$ cat config.mk
export PLATFORM = sky130hd
export DESIGN_NAME = pc_sequencer
export DESIGN_NICKNAME = d
export VERILOG_FILES = /design/src/rtl/pc_sequencer.sv
export SDC_FILE = /design/constraint.sdc
export NUM_CORES = 1
export LEC_CHECK = 0
export ABC_AREA = 1
export CAP_MARGIN = 20
export CORE_ASPECT_RATIO = 0.6
export CORE_UTILIZATION = 43
export CTS_CLUSTER_DIAMETER = 40
export DETAILED_ROUTE_END_ITERATION = 8
export PLACE_DENSITY_LB_ADDON = 0.3
export SLEW_MARGIN = 40
export SYNTH_ARGS = -nofsm -noshare
export SYNTH_HDL_FRONTEND = slang
export SYNTH_SLANG_ARGS = --single-unit
export TNS_END_PERCENT = 100
$ cat constraint.sdc
create_clock -name clk -period 1.55 [get_ports clk]
set_input_delay 0.31 -clock clk [delete_from_list [all_inputs] [get_ports clk]]
set_output_delay 0.31 -clock clk [all_outputs]
set_load 0.005 [all_outputs]
$ cat src/rtl/pc_sequencer.sv
// Program-counter sequencer for the call/return path: picks the next PC each enabled cycle
// and drives the return-address stack, tracking its depth and trapping over/underflow.
module pc_sequencer #(
  parameter int                ADDR_W      = 11,
  parameter int                STACK_DEPTH = 16,
  parameter logic [ADDR_W-1:0] RESET_VEC   = 'h000,
  parameter logic [ADDR_W-1:0] IRQ_VEC     = 'h004,
  localparam int               DEPTH_W     = $clog2(STACK_DEPTH) + 1
) (
  input  logic               clk,
  input  logic               reset,
  input  logic               en,
  input  logic [2:0]         op,
  input  logic [ADDR_W-1:0]  target,
  input  logic               cond,
  input  logic               irq_req,
  input  logic [ADDR_W-1:0]  stack_top,
  output logic [ADDR_W-1:0]  pc,
  output logic               push,
  output logic               pop,
  output logic [ADDR_W-1:0]  stack_in,
  output logic               irq_ack,
  output logic [DEPTH_W-1:0] depth,
  output logic               fault
);

  typedef enum logic {
    S_RUN   = 1'b0,
    S_FAULT = 1'b1
  } state_t;

  localparam logic [2:0] OP_NEXT = 3'b000;
  localparam logic [2:0] OP_JUMP = 3'b001;
  localparam logic [2:0] OP_CALL = 3'b010;
  localparam logic [2:0] OP_RET  = 3'b011;
  localparam logic [2:0] OP_SKIP = 3'b100;
  localparam logic [2:0] OP_HOLD = 3'b101;

  localparam logic [DEPTH_W-1:0] DEPTH_FULL = DEPTH_W'(STACK_DEPTH);

  state_t              state_q, state_d;
  logic [ADDR_W-1:0]   pc_q, pc_d;
  logic [DEPTH_W-1:0]  depth_q, depth_d;
  logic                fault_q, fault_d;
  logic                irq_ack_q, irq_ack_d;

  logic                active;
  logic                full;
  logic                empty;
  logic [ADDR_W-1:0]   pc_inc1;
  logic [ADDR_W-1:0]   pc_inc2;

  // Gating on reset keeps the stack strobes quiet in a reset cycle, so reset always wins.
  assign active  = reset && en && (state_q == S_RUN);
  assign full    = (depth_q == DEPTH_FULL);
  assign empty   = (depth_q == '0);
  assign pc_inc1 = pc_q + ADDR_W'(1);
  assign pc_inc2 = pc_q + ADDR_W'(2);

  always_comb begin
    state_d   = state_q;
    pc_d      = pc_q;
    depth_d   = depth_q;
    fault_d   = fault_q;
    irq_ack_d = 1'b0;
    push      = 1'b0;
    pop       = 1'b0;
    stack_in  = '0;

    if (active) begin
      if (irq_req) begin
        // Save the current pc so the interrupted instruction re-executes on return.
        if (full) begin
          fault_d = 1'b1;
          state_d = S_FAULT;
        end else begin
          push      = 1'b1;
          stack_in  = pc_q;
          pc_d      = IRQ_VEC;
          depth_d   = depth_q + DEPTH_W'(1);
          irq_ack_d = 1'b1;
        end
      end else begin
        case (op)
          OP_JUMP: pc_d = target;
          OP_CALL: begin
            if (full) begin
              fault_d = 1'b1;
              state_d = S_FAULT;
            end else begin
              push     = 1'b1;
              stack_in = pc_inc1;
              pc_d     = target;
              depth_d  = depth_q + DEPTH_W'(1);
            end
          end
          OP_RET: begin
            if (empty) begin
              fault_d = 1'b1;
              state_d = S_FAULT;
            end else begin
              pop     = 1'b1;
              pc_d    = stack_top;
              depth_d = depth_q - DEPTH_W'(1);
            end
          end
          OP_SKIP: pc_d = cond ? pc_inc2 : pc_inc1;
          OP_HOLD: pc_d = pc_q;
          default: pc_d = pc_inc1;
        endcase
      end
    end
  end

  always_ff @(posedge clk) begin
    if (!reset) begin
      state_q   <= S_RUN;
      pc_q      <= RESET_VEC;
      depth_q   <= '0;
      fault_q   <= 1'b0;
      irq_ack_q <= 1'b0;
    end else begin
      state_q   <= state_d;
      pc_q      <= pc_d;
      depth_q   <= depth_d;
      fault_q   <= fault_d;
      irq_ack_q <= irq_ack_d;
    end
  end

  assign pc      = pc_q;
  assign depth   = depth_q;
  assign fault   = fault_q;
  assign irq_ack = irq_ack_q;

endmodule

==> flow_metrics.tcl, run 1 <==
set metrics [dict create \
    post_dp_cell_area_um2 3430 \
    port_buffers 60 \
    syn_area_um2 2060 \
    dp_slack_ps -758 \
    synthesis.nets 371 \
    yosysWarningCount 0 \
    haltStage "5_1_grt" \
    ioPinCount 61 \
    netlist_instances 336 \
    root_buffer "clkbuf_8" \
    ys.flop_type "dfxtp_1" \
    rows 19 \
    seq_area_frac_synth_pct 18.4 \
    avgSynthCellArea_um2 6.14 \
    dieWidth_um 91.5 \
    cts_made_buffers 3 \
    gp_congestion 0.911 \
    ys_types 34 \
    start_util_pct 45.0 \
    synth.ff_latch_count 19 \
    synthArstFlopShare_pct 0 \
    grt_worst_setup_endpoint "stack_in[7]" \
    cts_hold_buf 0 \
    die_h_um 55.7 \
    antenna_found_initial 1 \
    cts_buffer_depth 2 \
    worstEpCategory "primary output" \
    synth-edff-count 0 \
    first-error "[ERROR DPL-0033] detailed placement checks failed during check placement." \
    cts_htree_levels 1 \
    status "stopped before the end" \
    dp_hpwl_um 6390 \
    grt_max_degree 13 \
    clock-sinks 19 \
]
[cells in the mapped netlist (all sizes together) (2+ instances only)]
master	number	area [um^2]
nand2	83	324
xor2	6	52.6
buf	7	55.1
ha	5	62.6
a211oi	8	60.1
inv	50	190
nor2	40	220
o21ai	19	98.8
o22ai	2	12.5
nand3	43	260
a21oi	28	144
o211ai	3	22.5
clkbuf	3	11.3
nor3	3	20.0
dfxtp	19	380
xnor2	4	35.0
nand4	10	92.6
[through the flow]
stage          hold WS [ps]  std cells  TNS [ps]
2_1_floorplan           430        336     -1.67
3_3_place_gp            440        542    -16610
3_5_place_dp            450        542    -17710
4_1_cts                 467        578     -5090
[cells by family after synthesis]
kind of cell / after synthesis / synth area share, %
compound gates: 62 / 17.2
xor+xnor: 10 / 4.24
fa+ha+maj: 5 / 3.03
buf+inv: 60 / 12.4
flops: 19 / 18.4
simple gates: 180 / 44.7
[repair_timing]
| item | CTS |
|---|---|
| endpoints found under the hold margin | 0 |
| resized for setup | 166 |
| cloned | 1 |
| setup buffers | 34 |
| setup endpoints to repair | 45 |
| pin swaps | 41 |
==> run 2: changes to the inputs <==
CORE_ASPECT_RATIO = not set   (was 0.6)
CORE_UTILIZATION = 35   (was 43)
CTS_CLUSTER_DIAMETER = not set   (was 40)
PLACE_DENSITY_LB_ADDON = 0.15   (was 0.3)
clock period = 2 ns   (was 1.55 ns; I/O delays follow)
==> run 2 against run 1 <==
  * The flow now finishes without violations
  * Synthesized cell count did not move
  * Area after synthesis is the same
==> flow_metrics.tcl, run 2 <==
set metrics [dict create \
    cp_num_buf_inv 3 \
    timing.rr.end "pc[7]$_SDFFE_PN0P_" \
    r2r_start "pc[1]$_SDFFE_PN0P_" \
    clock-sinks 19 \
    cts_tree "done" \
    grtUsageTotal_pct 26.0 \
    yosysMostFrequentCell "nand2_1" \
    ioPinCount 61 \
    coreArea_um2 5610 \
    routed_via_density 4.98 \
    mostFrequentLayoutCell "buf_4" \
    syn_area_um2 2060 \
    path_class "register to output pin" \
    grt_pass1_vias 2649 \
    peakVddDrop_mv 0.290 \
    slew-limit-headroom_pct 82.9 \
    met3WireLength_um 577 \
    ys_types 34 \
    die_h_um 78.8 \
    die_area_um2 6210 \
    maxCapViolCount 0 \
    cp-end-kind "output pin" \
    firstDrtPassIters 4 \
    status "finished, final reports clean" \
    synth_commonest_cells "nand2_1 (78), inv_1 (38), nand3_1 (37), nor2_1 (30), a21oi_1 (27)" \
    nets 523 \
    drc 0 \
    fin_crit_ps 2000 \
    layout_worst_path_cycle_share_pct 99.9 \
    synth_area_leaders "dfxtp_1 (18%), nand2_1 (14%), nand3_1 (9.0%)" \
    power_w 0.00131 \
    reg2reg_depth 16 \
    final_cells 559 \
    synthesis.nets 371 \
    wl_per_cell_um 14.3 \
    seq_area_frac_synth_pct 18.4 \
    setup_tns_ps 0 \
    vias 2783 \
    crit_fanout 6 \
    synthArstFlopShare_pct 0 \
    fillCellCount 550 \
    rows 27 \
    min_path_type "register to register" \
    power_leakage_nw 1.67 \
    tightestPinTransition_ps 255 \
    drive_gt1_share_pct 38.6 \
    gp_congestion 0.933 \
    cts_made_buffers 3 \
    yosysWarningCount 0 \
    dieWidth_um 78.8 \
    ys.flop_type "dfxtp_1" \
    dp_hpwl_um 5830 \
    grt_max_degree 15 \
    slowest_delay_ps 390 \
    fin_skew_ps 12.2 \
    top_layer "met4" \
    drtIter0Drc 149 \
    grt_overflow_total 0 \
    drv_slew 0 \
    cts_htree_levels 1 \
    final_cell_mix "buf_4 (88), nand2_1 (68), clkdlybuf4s50_1 (41), inv_1 (34), nand3_1 (33)" \
    setup-violations-final 0 \
    netlist_instances 336 \
    clk_pin_slew_ps 80 \
    cts_buffer_depth 2 \
    postLayoutCoreUtil_pct 64.8 \
    synth-edff-count 0 \
    diodes 0 \
    cpLargestDelayFamily "simple AND/OR/NAND/NOR gates" \
    syn2layout_area_growth_pct 76.0 \
    power.density_nw_per_um2 359 \
    whs_ps 466 \
    hold_depth 2 \
    synth_top_area_share_pct 18.4 \
    path_depth 10 \
    rsz0062_at_grt "true" \
    grt_pass1_wl_um 12600 \
    cts_hold_buf 0 \
    rrSetupSlack_ps 70 \
    wl_met2_um 3520 \
    worstHoldStart "fault$_SDFFE_PN0P_" \
    dp.cells 536 \
    avgSynthCellArea_um2 6.14 \
    hold_violations 0 \
    largest_reg_flops 11 \
    clkLatencyLatePin_ps 270 \
    root_buffer "clkbuf_8" \
    cp.arrival_ps 1600 \
    critPathSlowestCell "dfxtp_4" \
    crit_top_cell "nand2_2" \
    endpoint "stack_in[6]" \
    ant_nets 0 \
    yosys.area.top_type "dfxtp_1" \
    worstPathCellList "ha_4, inv_2, nor2_4, buf_6, nand2_2, nand2_2, nand2_2, nor2_2, a211oi_2, buf_2" \
    required_ps 1600 \
    fmax_mhz 501 \
    start_util_pct 36.8 \
    startpoint_type "register" \
    startpoint "pc[1]$_SDFFE_PN0P_" \
    antenna_found_initial 0 \
    synth.ff_latch_count 19 \
    m1WireLength_um 3730 \
    finalWirelength_um 7990 \
    port_buffers 60 \
]
==> run 2: repair_timing <==
item	CTS	global route
pin swaps	14	18
gates resized for setup	84	25
setup buffers	20	2
endpoints found under the setup margin	13	13
==> run 2: worst min path at each step <==
stage,end,slack (ps)
floorplan,fault$_SDFFE_PN0P_,450
global placement,fault$_SDFFE_PN0P_,450
detailed placement,fault$_SDFFE_PN0P_,450
CTS,fault$_SDFFE_PN0P_,470
global route,fault$_SDFFE_PN0P_,480
finish,fault$_SDFFE_PN0P_,470
==> run 2: layer usage <==
layer  global-route usage, %  up-vias
li1                        -     1415
met3                    3.91       17
met1                    35.1     1248
met4                    8.52        0
met5                       0        -
met2                    42.2      103
==> run 2: cell families (layout without fill, tap and decap cells) <==
group           after synthesis  after routing  synth area share [%]
compound gates               62             62                  17.2
flops                        19             19                  18.4
fa+ha+maj                     5              5                  3.03
simple gates                180            180                  44.7
buf+inv                      60            211                  12.4
xor+xnor                     10             10                  4.24
==> run 2: cell type report <==
type                       count  area [um^2]  area share (%)
inverter                      50          190            5.23
clock buffer                   4         45.0            1.24
timing repair buffer         157         1330            36.5
tap                           72         90.1            2.48
multi-input combinational    257         1590            43.7
sequential                    19          393            10.8
==> run 2: through the flow <==
step / setup slack, ps / instance area (um^2)
4_1_cts: -38.7 / 3580
5_1_grt: -73.1 / 3630
3_5_place_dp: -534 / 3300
6_report: 2.24 / 3630
2_1_floorplan: 235 / 2060
3_3_place_gp: -502 / 3300
==> run 2: power breakdown <==
part           switching, W  internal, W
sequential        0.0000175     0.000397
clock              0.000143     0.000142
combinational      0.000299     0.000307
total              0.000459     0.000846
==> run 2: worst min-delay path, delay by kind of cell (launching register included) <==
| kind | cells | cell delay (ps) |
|---|---|---|
| flip-flops | 1 | 320 |
| buffers and inverters | 1 | 50 |
| AO/OA/AOI/OAI | 1 | 50 |
Power figures use the tool's default switching activity.
